--- src/rtl/ddr3_cfg.sv ---
// DDR3 power-up sequencer and refresh scheduler driving the controller FSM config port.
// Define DDR3_CFG_FAST_INIT_EN to shorten the reset, CKE and ZQ waits for simulation.
module ddr3_cfg #(
  parameter int unsigned             DDR_FREQ_MHZ = 100,
  parameter int unsigned             DDR_ROW_BITS = 13,
  parameter logic [DDR_ROW_BITS-1:0] MR0_VAL      = DDR_ROW_BITS'('h0520),
  parameter logic [DDR_ROW_BITS-1:0] MR1_VAL      = DDR_ROW_BITS'('h0006),
  parameter logic [DDR_ROW_BITS-1:0] MR2_VAL      = DDR_ROW_BITS'('h0000),
  parameter logic [DDR_ROW_BITS-1:0] MR3_VAL      = DDR_ROW_BITS'('h0000)
) (
  input  logic                    clock,
  input  logic                    reset_n,
  output logic                    ddr_rst_n_o,
  output logic                    ddr_cke_o,
  output logic                    cfg_req_o,
  input  logic                    cfg_rdy_i,
  output logic [2:0]              cfg_cmd_o,
  output logic [2:0]              cfg_ba_o,
  output logic [DDR_ROW_BITS-1:0] cfg_adr_o,
  output logic                    cfg_run_o,
  output logic                    cfg_ref_o
);

`ifdef DDR3_CFG_FAST_INIT_EN
  localparam int unsigned T_RST = 20;
  localparam int unsigned T_CKE = 50;
  localparam int unsigned T_ZQI = 32;
`else
  localparam int unsigned T_RST = DDR_FREQ_MHZ * 200;
  localparam int unsigned T_CKE = DDR_FREQ_MHZ * 500;
  localparam int unsigned T_ZQI = 512;
`endif
  localparam int unsigned T_XPR  = DDR_FREQ_MHZ * 170 / 1000 + 5;
  localparam int unsigned T_MRD  = 4;
  localparam int unsigned T_MOD  = 12;
  localparam int unsigned T_REFI = DDR_FREQ_MHZ * 78 / 10;

  // Shared counter must hold the longest load; fast init makes T_REFI the longest.
  localparam int unsigned MAX_A   = (T_CKE > T_RST) ? T_CKE : T_RST;
  localparam int unsigned MAX_B   = (T_REFI > T_ZQI) ? T_REFI : T_ZQI;
  localparam int unsigned CNT_MAX = (MAX_A > MAX_B) ? MAX_A : MAX_B;
  localparam int unsigned CNT_W   = $clog2(CNT_MAX + 1);

  localparam logic [2:0] CMD_MRS  = 3'b000;
  localparam logic [2:0] CMD_ZQCL = 3'b110;
  localparam logic [2:0] CMD_NOP  = 3'b111;
  localparam logic [DDR_ROW_BITS-1:0] ZQ_ADR = DDR_ROW_BITS'('h0400);

  typedef enum logic [3:0] {
    ST_RST,
    ST_CKEW,
    ST_XPR,
    ST_MR2,
    ST_MR2_W,
    ST_MR3,
    ST_MR3_W,
    ST_MR1,
    ST_MR1_W,
    ST_MR0,
    ST_MR0_W,
    ST_ZQ,
    ST_ZQ_W,
    ST_RUN
  } state_e;

  state_e                  state_q, state_d;
  logic [CNT_W-1:0]        cnt_q, cnt_d;
  logic                    rst_n_q, rst_n_d;
  logic                    cke_q, cke_d;
  logic                    req_q, req_d;
  logic [2:0]              cmd_q, cmd_d;
  logic [2:0]              ba_q, ba_d;
  logic [DDR_ROW_BITS-1:0] adr_q, adr_d;
  logic                    run_q, run_d;
  logic                    ref_q, ref_d;

  logic                    cnt_zero;
  logic [CNT_W-1:0]        cnt_dec;
  logic                    hs;

  assign cnt_zero = (cnt_q == '0);
  assign cnt_dec  = cnt_q - CNT_W'(1);
  assign hs       = req_q & cfg_rdy_i;

  always_ff @(posedge clock or negedge reset_n) begin
    if (!reset_n) begin
      state_q <= ST_RST;
      cnt_q   <= CNT_W'(T_RST - 1);
      rst_n_q <= 1'b0;
      cke_q   <= 1'b0;
      req_q   <= 1'b0;
      cmd_q   <= CMD_NOP;
      ba_q    <= 3'b000;
      adr_q   <= '0;
      run_q   <= 1'b0;
      ref_q   <= 1'b0;
    end else begin
      state_q <= state_d;
      cnt_q   <= cnt_d;
      rst_n_q <= rst_n_d;
      cke_q   <= cke_d;
      req_q   <= req_d;
      cmd_q   <= cmd_d;
      ba_q    <= ba_d;
      adr_q   <= adr_d;
      run_q   <= run_d;
      ref_q   <= ref_d;
    end
  end

  // Next state plus registered outputs decoded from the state being entered.
  // Post-command waits load T-2 so the next command's handshake lands exactly T after this one.
  always_comb begin
    state_d = state_q;
    cnt_d   = cnt_q;
    ref_d   = 1'b0;

    case (state_q)
      ST_RST: begin
        if (cnt_zero) begin
          state_d = ST_CKEW;
          cnt_d   = CNT_W'(T_CKE - 1);
        end else begin
          cnt_d = cnt_dec;
        end
      end
      ST_CKEW: begin
        if (cnt_zero) begin
          state_d = ST_XPR;
          cnt_d   = CNT_W'(T_XPR - 1);
        end else begin
          cnt_d = cnt_dec;
        end
      end
      ST_XPR: begin
        if (cnt_zero) state_d = ST_MR2;
        else          cnt_d   = cnt_dec;
      end
      ST_MR2: begin
        if (hs) begin
          state_d = ST_MR2_W;
          cnt_d   = CNT_W'(T_MRD - 2);
        end
      end
      ST_MR2_W: begin
        if (cnt_zero) state_d = ST_MR3;
        else          cnt_d   = cnt_dec;
      end
      ST_MR3: begin
        if (hs) begin
          state_d = ST_MR3_W;
          cnt_d   = CNT_W'(T_MRD - 2);
        end
      end
      ST_MR3_W: begin
        if (cnt_zero) state_d = ST_MR1;
        else          cnt_d   = cnt_dec;
      end
      ST_MR1: begin
        if (hs) begin
          state_d = ST_MR1_W;
          cnt_d   = CNT_W'(T_MRD - 2);
        end
      end
      ST_MR1_W: begin
        if (cnt_zero) state_d = ST_MR0;
        else          cnt_d   = cnt_dec;
      end
      ST_MR0: begin
        if (hs) begin
          state_d = ST_MR0_W;
          cnt_d   = CNT_W'(T_MOD - 2);
        end
      end
      ST_MR0_W: begin
        if (cnt_zero) state_d = ST_ZQ;
        else          cnt_d   = cnt_dec;
      end
      ST_ZQ: begin
        if (hs) begin
          state_d = ST_ZQ_W;
          cnt_d   = CNT_W'(T_ZQI - 1);
        end
      end
      ST_ZQ_W: begin
        if (cnt_zero) begin
          state_d = ST_RUN;
          cnt_d   = CNT_W'(T_REFI - 1);
        end else begin
          cnt_d = cnt_dec;
        end
      end
      ST_RUN: begin
        // Reload with T_REFI (not T_REFI-1) so the period includes the pulse cycle.
        if (cnt_zero) begin
          ref_d = 1'b1;
          cnt_d = CNT_W'(T_REFI);
        end else begin
          cnt_d = cnt_dec;
        end
      end
      default: begin
        state_d = ST_RST;
        cnt_d   = CNT_W'(T_RST - 1);
      end
    endcase

    rst_n_d = (state_d != ST_RST);
    cke_d   = !(state_d inside {ST_RST, ST_CKEW});
    run_d   = (state_d == ST_RUN);
    req_d   = 1'b0;
    cmd_d   = CMD_NOP;
    ba_d    = 3'b000;
    adr_d   = '0;

    case (state_d)
      ST_MR2: begin
        req_d = 1'b1;
        cmd_d = CMD_MRS;
        ba_d  = 3'd2;
        adr_d = MR2_VAL;
      end
      ST_MR3: begin
        req_d = 1'b1;
        cmd_d = CMD_MRS;
        ba_d  = 3'd3;
        adr_d = MR3_VAL;
      end
      ST_MR1: begin
        req_d = 1'b1;
        cmd_d = CMD_MRS;
        ba_d  = 3'd1;
        adr_d = MR1_VAL;
      end
      ST_MR0: begin
        req_d = 1'b1;
        cmd_d = CMD_MRS;
        ba_d  = 3'd0;
        adr_d = MR0_VAL;
      end
      ST_ZQ: begin
        req_d = 1'b1;
        cmd_d = CMD_ZQCL;
        ba_d  = 3'd0;
        adr_d = ZQ_ADR;
      end
      default: begin
      end
    endcase
  end

  assign ddr_rst_n_o = rst_n_q;
  assign ddr_cke_o   = cke_q;
  assign cfg_req_o   = req_q;
  assign cfg_cmd_o   = cmd_q;
  assign cfg_ba_o    = ba_q;
  assign cfg_adr_o   = adr_q;
  assign cfg_run_o   = run_q;
  assign cfg_ref_o   = ref_q;

endmodule

--- config.mk ---
export PLATFORM = sky130hd
export DESIGN_NAME = ddr3_cfg
export DESIGN_NICKNAME = d
export VERILOG_FILES = /design/src/rtl/ddr3_cfg.sv
export SDC_FILE = /design/constraint.sdc
export NUM_CORES = 1
export LEC_CHECK = 0
export CORE_UTILIZATION = 50
export DETAILED_ROUTE_END_ITERATION = 8
export MAX_ROUTING_LAYER = met4
export PLACE_DENSITY = 0.76
export REMOVE_ABC_BUFFERS = 1
export SKIP_CTS_REPAIR_TIMING = 1
export SLEW_MARGIN = 10
export SYNTH_ARGS = -nofsm -noshare
export SYNTH_HDL_FRONTEND = slang
export SYNTH_SLANG_ARGS = --single-unit
--- constraint.sdc ---
create_clock -name clock -period 2.19 [get_ports clock]
set_input_delay 0.438 -clock clock [delete_from_list [all_inputs] [get_ports clock]]
set_output_delay 0.438 -clock clock [all_outputs]
set_load 0.05 [all_outputs]
==> results of run 1 <==
-- area by class of cell --
class                      instances  share of cell area [%]
inverter                           6                    1.04
multi-input combinational        188                    45.4
tap                               50                    2.37
clock buffer                       8                    3.41
sequential                        32                    30.9
timing repair buffer              53                    16.8
-- kinds of logic (layout without fill, tap and decap cells) --
logic type | after synthesis | count (layout) | share of synthesized area [%]
buf+inv | 33 | 67 | 8.87
simple gates | 93 | 93 | 24.3
xor+xnor | 4 | 4 | 1.63
other cells | 1 | 9 | 0.175
fa+ha+maj | 2 | 2 | 1.17
mux | 3 | 3 | 1.40
compound gates | 77 | 77 | 24.5
flops | 32 | 32 | 38.0
-- worst paths after layout --
path                                  startpoint                    end  cells after the start
hold reg to reg            cnt_q[13]$_DFFE_PN0P_  cnt_q[13]$_DFFE_PN0P_                      1
max in group asynchronous                reset_n   cnt_q[0]$_DFFE_PN1P_                      2
setup / recovery            cnt_q[0]$_DFFE_PN1P_   cnt_q[1]$_DFFE_PN1P_                      9
hold / removal             cnt_q[13]$_DFFE_PN0P_  cnt_q[13]$_DFFE_PN0P_                      1
setup reg to reg            cnt_q[0]$_DFFE_PN1P_   cnt_q[1]$_DFFE_PN1P_                      9
min in group asynchronous                reset_n    cfg_run_o$_DFF_PN0_                      2
-- per-stage QoR --
stage | hold WS [ps] | utilization, % | worst slack [ps]
finish | 497 | 65.0 | 34.9
global route | 530 | 65.0 | -84.3
CTS | 503 | 63.9 | -84.1
detailed placement | 495 | 61.7 | -72.5
global placement | 483 | 61.7 | -17.9
floorplan | 142 | - | -167
-- registers in the layout, indices dropped and copies added, names as in the netlist, 2 cells and up --
name and cells:
cfg_ba_o 2, cnt_q 16, cfg_adr_o 3, cfg_cmd_o 2, state_q 4
-- critical path, stage by stage, from the launching register on --
cell and delay (ps):
dfstp_2 370, inv_1 80, ha_1 180, or4b_4 500, nor4_4 150, buf_4 200
buf_4 140, nand2_1 80, a211oi_1 300, a21oi_1 80
-- cells in the final DEF, fill, tap and decap left out, types with 7 or more instances in the layout --
cell type        synthesis  final
nor3_1                  17     17
clkdlybuf4s50_1          0     17
a21oi_1                 12     10
o21ai_1                  8      7
nor2_1                  15     15
nand2_1                 23     23
buf_4                   13     35
o21ai_0                 17     17
dfrtp_1                 21     20
dfstp_2                 11     11
conb_1                   1      9
-- cell usage after synthesis, drive strengths merged (4+ instances only) --
| cell type | count | area [µm²] |
|---|---|---|
| clkbuf | 8 | 30.0 |
| nor4 | 7 | 80.1 |
| o21ai | 25 | 125 |
| buf | 19 | 138 |
| dfrtp | 21 | 526 |
| inv | 5 | 18.8 |
| nand2 | 23 | 86.3 |
| nor2 | 16 | 62.6 |
| a22o | 4 | 35.0 |
| a211oi | 4 | 30.0 |
| nor3 | 17 | 85.1 |
| a21oi | 12 | 60.1 |
| xnor2 | 4 | 35.0 |
| nand3 | 6 | 30.0 |
| o31ai | 4 | 30.0 |
| a31oi | 5 | 31.3 |
| dfstp | 11 | 289 |
-- power groups by stage --
stage	Clock [mW]	Sequential, mW	Combinational, mW
finish	0.464	0.592	0.0512
global placement	0	0.602	0.0521
CTS	0.472	0.592	0.0521
floorplan	0	0.602	0.0334
global route	0.504	0.592	0.0556
detailed placement	0	0.602	0.0521
-- layer usage --
metal | share of wire, % | global-route usage, % | up-vias
met2 | 46 | 39.7 | 105
met3 | 7.6 | 5.57 | 13
met1 | 43 | 37.1 | 993
li1 | - | - | 973
met5 | 0 | - | -
met4 | 2.7 | 10.9 | 0
==> metrics.txt, run 1 <==
Slew Viols, Final 0; layout cells sized above 1 24.7%; grt total ovfl 0; Synth Cell Area 2140 µm²; total power 1.11 mW; Sink Count 32; global-route wire length before repair 8870 µm; deepest clock path buffer count 2; Fin Setup TNS 0 ps; Final Instance Area 2640 µm²; pwr dens 420 nW/µm²; # DRC 0; Via density 6.18; final WL 5440 µm; CTS tree built; Startpoint Class flop; Synth Flop Type dfrtp_1; number of port buffers 17; final hold vios 0; Hold Crit Class reg -> reg; Detail Route Antenna Nets 0; fin nets between 200 and 300; clock-pin slew on the worst setup and hold paths 60 ps; Mapped Avg Cell Area 8.75 µm²; CTS H-Tree Depth 2; Min Clock Period, post-route 2160 ps; max cap viols 0; gpl congestion 0.965; multi-input logic area 1200 µm²; final setup fails 0; outcome completed; number of synthesized register bits 32; Worst Max-Slew Pin Slew between 500 and 600 ps; Placement Cell Area 2500 µm²; 1st-iter DRT viols 202; Crit Path Class reg -> reg; Int Power roughly 850 µW; number of diodes 0; die area 4550 µm²; number of flops mapped to enable cells by yosys 0; routed vias ~2100; layout overhead on the synthesized area 23.0%; total CTS buffers 5; Die Wd roughly 67 µm; core box area 4060 µm²; Clock Skew 6.30 ps; Pre-antenna DRT Iters 5; Placed Cells 328; Switch Pwr 253 µW; Max VDD drop 0.287 mV; logic gate share of total power 4.6%; async set or reset register ratio after synthesis 100%; Flop pwr share a little over half; DP HPWL 3990 µm; register area between 800 and 900 µm²; standard-cell row count 23; fin cells 337; worst-path maximum fanout 8; Worst Path Required 2390 ps; post-synthesis sequential area ratio 38.0%; r2r setup slk 30 ps; crit path DAT 2360 ps; CP Capture Type flop; yosys warns 0; Synth Instances between 200 and 250; drt wl/cell approximately 16 µm; switching share of power 22.9%; Static Leak 1.10 nW; # fillers 324; largest net degree at the start of global routing 33; vias in the first global route around 1800; Highest Clock Rate ~0.46 GHz; RSZ-0062 raised after global routing true; initial antenna violation count 0; clk root buf clkbuf_8; Clock Power Share 41.9%; distinct cell type count after synthesis 62; I/O pins 27; Tcrit/Tclk final 98.4%; Initial Utilization a little over half; Worst-Skew Late Latency 290 ps; Overall Global Routing Usage 27.4%; Slew HR 66.0%; die span in y 67.5 µm
No activity file was read; power rests on OpenSTA's default activity.
==> inputs of run 2 (changes only) <==
- CORE_MARGIN: not set -> 4
==> metrics.txt, run 2 (synthesized netlist as in run 1, its figures left out) <==
outcome completed; Max VDD drop 0.418 mV; pwr dens 417 nW/µm²; layout cells sized above 1 26.0%; standard-cell row count 23; Overall Global Routing Usage 22.5%; clock-pin slew on the worst setup and hold paths 60 ps; number of diodes 0; final setup fails 0; max cap viols 0; Highest Clock Rate 0.474 GHz; global-route wire length before repair 9050 µm; Crit Path Class reg -> reg; Tcrit/Tclk final 96.4%; Detail Route Antenna Nets 0; Initial Utilization 52.5%; register with the most flip-flops cnt_q; 1st-iter DRT viols 156; Worst Max-Slew Pin Slew 516 ps; max reg flops 16; die span in y 73.5 µm; most frequent cells in the layout buf_4, nand2_1, dfrtp_1; CTS tree built; fin nets 292; total CTS buffers 5; Reg2Reg Depth 6; drt wl/cell 16.3 µm; final WL 5510 µm; final hold vios 0; gpl congestion 0.962; deepest clock path buffer count 2; initial antenna violation count 0; Slew HR 65.5%; Min Clock Period, post-route 2110 ps; clk root buf clkbuf_8; Clock Skew 4.71 ps; Sink Count 32; r2r setup slk 80 ps; routed vias between 2000 and 2500; largest net degree at the start of global routing 33; CP peak stage delay 580 ps; grt total ovfl 0; number of port buffers 17; Worst Path Required 2400 ps; layout overhead on the synthesized area 24.7%; Slew Viols, Final 0; Final Instance Area between 2000 and 3000 µm²; I/O pins 27; Via density 6.07; vias in the first global route 1863; worst-path maximum fanout 10; Min-Delay Endpoint cnt_q[13]$_DFFE_PN0P_; Pre-antenna DRT Iters 4; slowest CP cell or4_4; R2R Path End cnt_q[9]$_DFFE_PN1P_; hold path depth 1; hold_sp cnt_q[13]$_DFFE_PN0P_; post-layout util 65.4%; r2r startpoint cnt_q[6]$_DFFE_PN0P_; CP Capture Type flop; Startpoint Class flop; Worst-Skew Late Latency 290 ps; Die Wd between 70 and 80 µm; Placement Cell Area 2500 µm²; # DRC 0; Hold Crit Class reg -> reg; core box area 4090 µm²; die area about 5400 µm²; DP HPWL ~4000 µm; crit path cell chain or4_4 -> nor4_4 -> buf_6 -> o21ai_1 -> a22o_1 -> a31oi_1; Static Leak between 1 and 1.5 nW; most common cell after layout, fill and taps aside buf_4; CTS H-Tree Depth 2; crit path DAT 2320 ps
==> run 2: power by group <==
group          internal [mW]  leakage [nW]  switching (mW)
registers              0.592         0.383               0
logic                0.00552         0.675          0.0463
clock network          0.256        0.0455           0.216
total                  0.854          1.10           0.262
==> run 2: critical path: cells and delay by family, from the launching register on <==
family	cells	cell delay [ps]
AO/OA/AOI/OAI	3	510
AND/OR/NAND/NOR	2	880
flip-flops	1	440
buffers and inverters	1	180
==> run 2: worst max path at each step <==
stage                              start               endpoint  slack (ps)  depth (start not counted)
global route        cnt_q[1]$_DFFE_PN1P_  cnt_q[15]$_DFFE_PN0P_         -10                          8
CTS                 cnt_q[1]$_DFFE_PN1P_  cnt_q[13]$_DFFE_PN0P_         -60                          8
global placement    cnt_q[1]$_DFFE_PN1P_   cnt_q[7]$_DFFE_PN0P_          20                          7
detailed placement  cnt_q[1]$_DFFE_PN1P_  cnt_q[13]$_DFFE_PN0P_         -40                          8
finish              cnt_q[6]$_DFFE_PN0P_   cnt_q[9]$_DFFE_PN1P_          80                          6
floorplan           cnt_q[0]$_DFFE_PN1P_  cnt_q[13]$_DFFE_PN0P_        -170                          8
==> run 2: final cells by class <==
class	instances	area, µm²
sequential	32	817
timing repair buffer	54	452
fill	327	1410
clock buffer	8	90.1
multi-input combinational	188	1230
tap	50	62.6
inverter	6	25.0
==> run 2: metal layers <==
layer	vias to the layer above	track usage (%)	share of wire (%)	wire, µm
met4	0	11.3	3.4	187
li1	980	-	-	-
met3	15	4.65	5.4	299
met1	988	29.1	45	2500
met2	70	33.1	46	2530
met5	-	-	0	0
==> run 2: stage by stage <==
step	hold WS, ps	setup slack (ps)	power [mW]	instances	TNS (ps)
2_1_floorplan	142	-167	0.636	226	-1740
3_3_place_gp	483	24.9	0.654	328	0
3_5_place_dp	490	-35.9	0.655	328	-195
4_1_cts	497	-61.1	1.13	336	-446
5_1_grt	516	-10.4	1.16	338	-20.8
6_report	496	79.2	1.12	338	0
==> inputs of run 3 (changes only) <==
- PLACE_DENSITY: 0.76 -> 0.78
- RECOVER_POWER: not set -> 25
==> metrics.txt, run 3 (synthesized netlist as in run 1, its figures left out) <==
Most Used Layer, Global Route met2; I/O pins 27; post-layout util 65.5%; routed vias 2083; crit path cell chain or4_4 -> nor4_4 -> buf_6 -> nor2_2 -> and3b_1 -> a211o_1; hold path depth 1; fin cells around 340; Hold Crit Class reg -> reg; slowest CP cell or4_4; vias in the first global route approximately 1800; Max VDD drop 0.333 mV; die span in y 73.5 µm; CTS H-Tree Depth 2; Crit. path cell count 6; Worst Path Required 2360 ps; outcome completed; number of diodes 0; CP Buf/Inv Count 1; Crit Path Class reg -> reg; clock-pin slew on the worst setup and hold paths 60 ps; fin nets 289; final WL 5510 µm; CP Capture Type flop; worst-path maximum fanout 11; Die Wd 73.5 µm; Initial Utilization 52.5%; clk root buf clkbuf_8; gpl congestion 1.01; final hold vios 0; total power 1.26 mW; Final Instance Area 2680 µm²; DP HPWL 4000 µm; Detail Route Antenna Nets 0; Worst-Skew Late Latency 290 ps; 1st-iter DRT viols between 150 and 200; number of port buffers 17; Slew HR 50.1%; grt total ovfl 0; Sink Count 32; die area ~5400 µm²; most frequent cells in the layout buf_4, nand2_1, dfrtp_1; standard-cell row count 23; global-route wire length before repair 8870 µm; largest net degree at the start of global routing 33; met2 usage 32.8%; initial antenna violation count 0; Startpoint Class flop; # DRC 0; met3 usage 5.20%; family with the most delay on the worst path simple AND/OR/NAND/NOR gates; drt wl/cell between 15 and 20 µm; final setup fails 0; Tcrit/Tclk final 96.3%; crit path DAT 2280 ps; Highest Clock Rate 0.474 GHz; core box area roughly 4100 µm²; Placement Cell Area approximately 2400 µm²; layout cells sized above 1 approximately a quarter; Via density 6.22; Slew Viols, Final 0; total CTS buffers 5; Reg2Reg Depth 6; Placed Cells 321; met1 Resource Use GR 29.2%; Pre-antenna DRT Iters 5; most common cell after layout, fill and taps aside buf_4; max reg flops 16; deepest clock path buffer count 2; Min Clock Period, post-route 2110 ps; CTS tree built; # fillers 339; Static Leak 1.11 nW; pwr dens 471 nW/µm²; register with the most flip-flops cnt_q; register area between 800 and 900 µm²; Fin Setup TNS 0 ps; Worst Max-Slew Pin Slew 748 ps; multi-input logic area 1220 µm²; Overall Global Routing Usage 22.0%; CP peak stage delay 570 ps; layout overhead on the synthesized area 24.9%; Clock Skew 12.8 ps; max cap viols 0
## run 3: changes by cell type in the layout (fill, tap and decap cells not counted), moves of 2 or more
cell,previous run,this run
clkbuf_1,2,0
dfrtp_2,2,0
buf_4,36,31
dfrtp_1,19,21
## run 3: power breakdown
part	internal, mW	leakage [nW]	switching (mW)
Clock	0.401	0.0645	0.219
Combinational	0.00452	0.663	0.0458
Sequential	0.592	0.387	0
Total	0.998	1.11	0.265
## run 3: metrics by stage
step           setup WS [ps]  hold slack [ps]
6_report                81.9              505
5_1_grt                -18.8              528
4_1_cts                -71.3              508
3_5_place_dp           -64.0              498
3_3_place_gp           -5.64              487
2_1_floorplan           -167              142
## run 3: worst paths after layout
check	startpoint	to	slack, ps
max in group asynchronous	reset_n	cnt_q[6]$_DFFE_PN0P_	960
max reg2reg	cnt_q[7]$_DFFE_PN0P_	cnt_q[7]$_DFFE_PN0P_	80
max	cnt_q[7]$_DFFE_PN0P_	cnt_q[7]$_DFFE_PN0P_	80
min	cnt_q[13]$_DFFE_PN0P_	cnt_q[13]$_DFFE_PN0P_	500
min in group asynchronous	reset_n	ddr_cke_o$_DFF_PN0_	750
min reg2reg	cnt_q[13]$_DFFE_PN0P_	cnt_q[13]$_DFFE_PN0P_	500
## run 3: final cells by class
type | instances | share of cell area (%)
sequential | 32 | 30.4
clock buffer | 7 | 3.60
timing repair buffer | 51 | 16.1
multi-input combinational | 188 | 45.4
tap | 50 | 2.34
inverter | 6 | 1.03
clock inverter | 1 | 1.12
## run 3: layer usage
metal  share of wire [%]  routed length, µm  up-vias
met3                 8.4                465       14
met1                  44               2410      985
met5                   0                  0        -
met2                  45               2500      116
li1                    -                  -      968
met4                 2.3                129        0
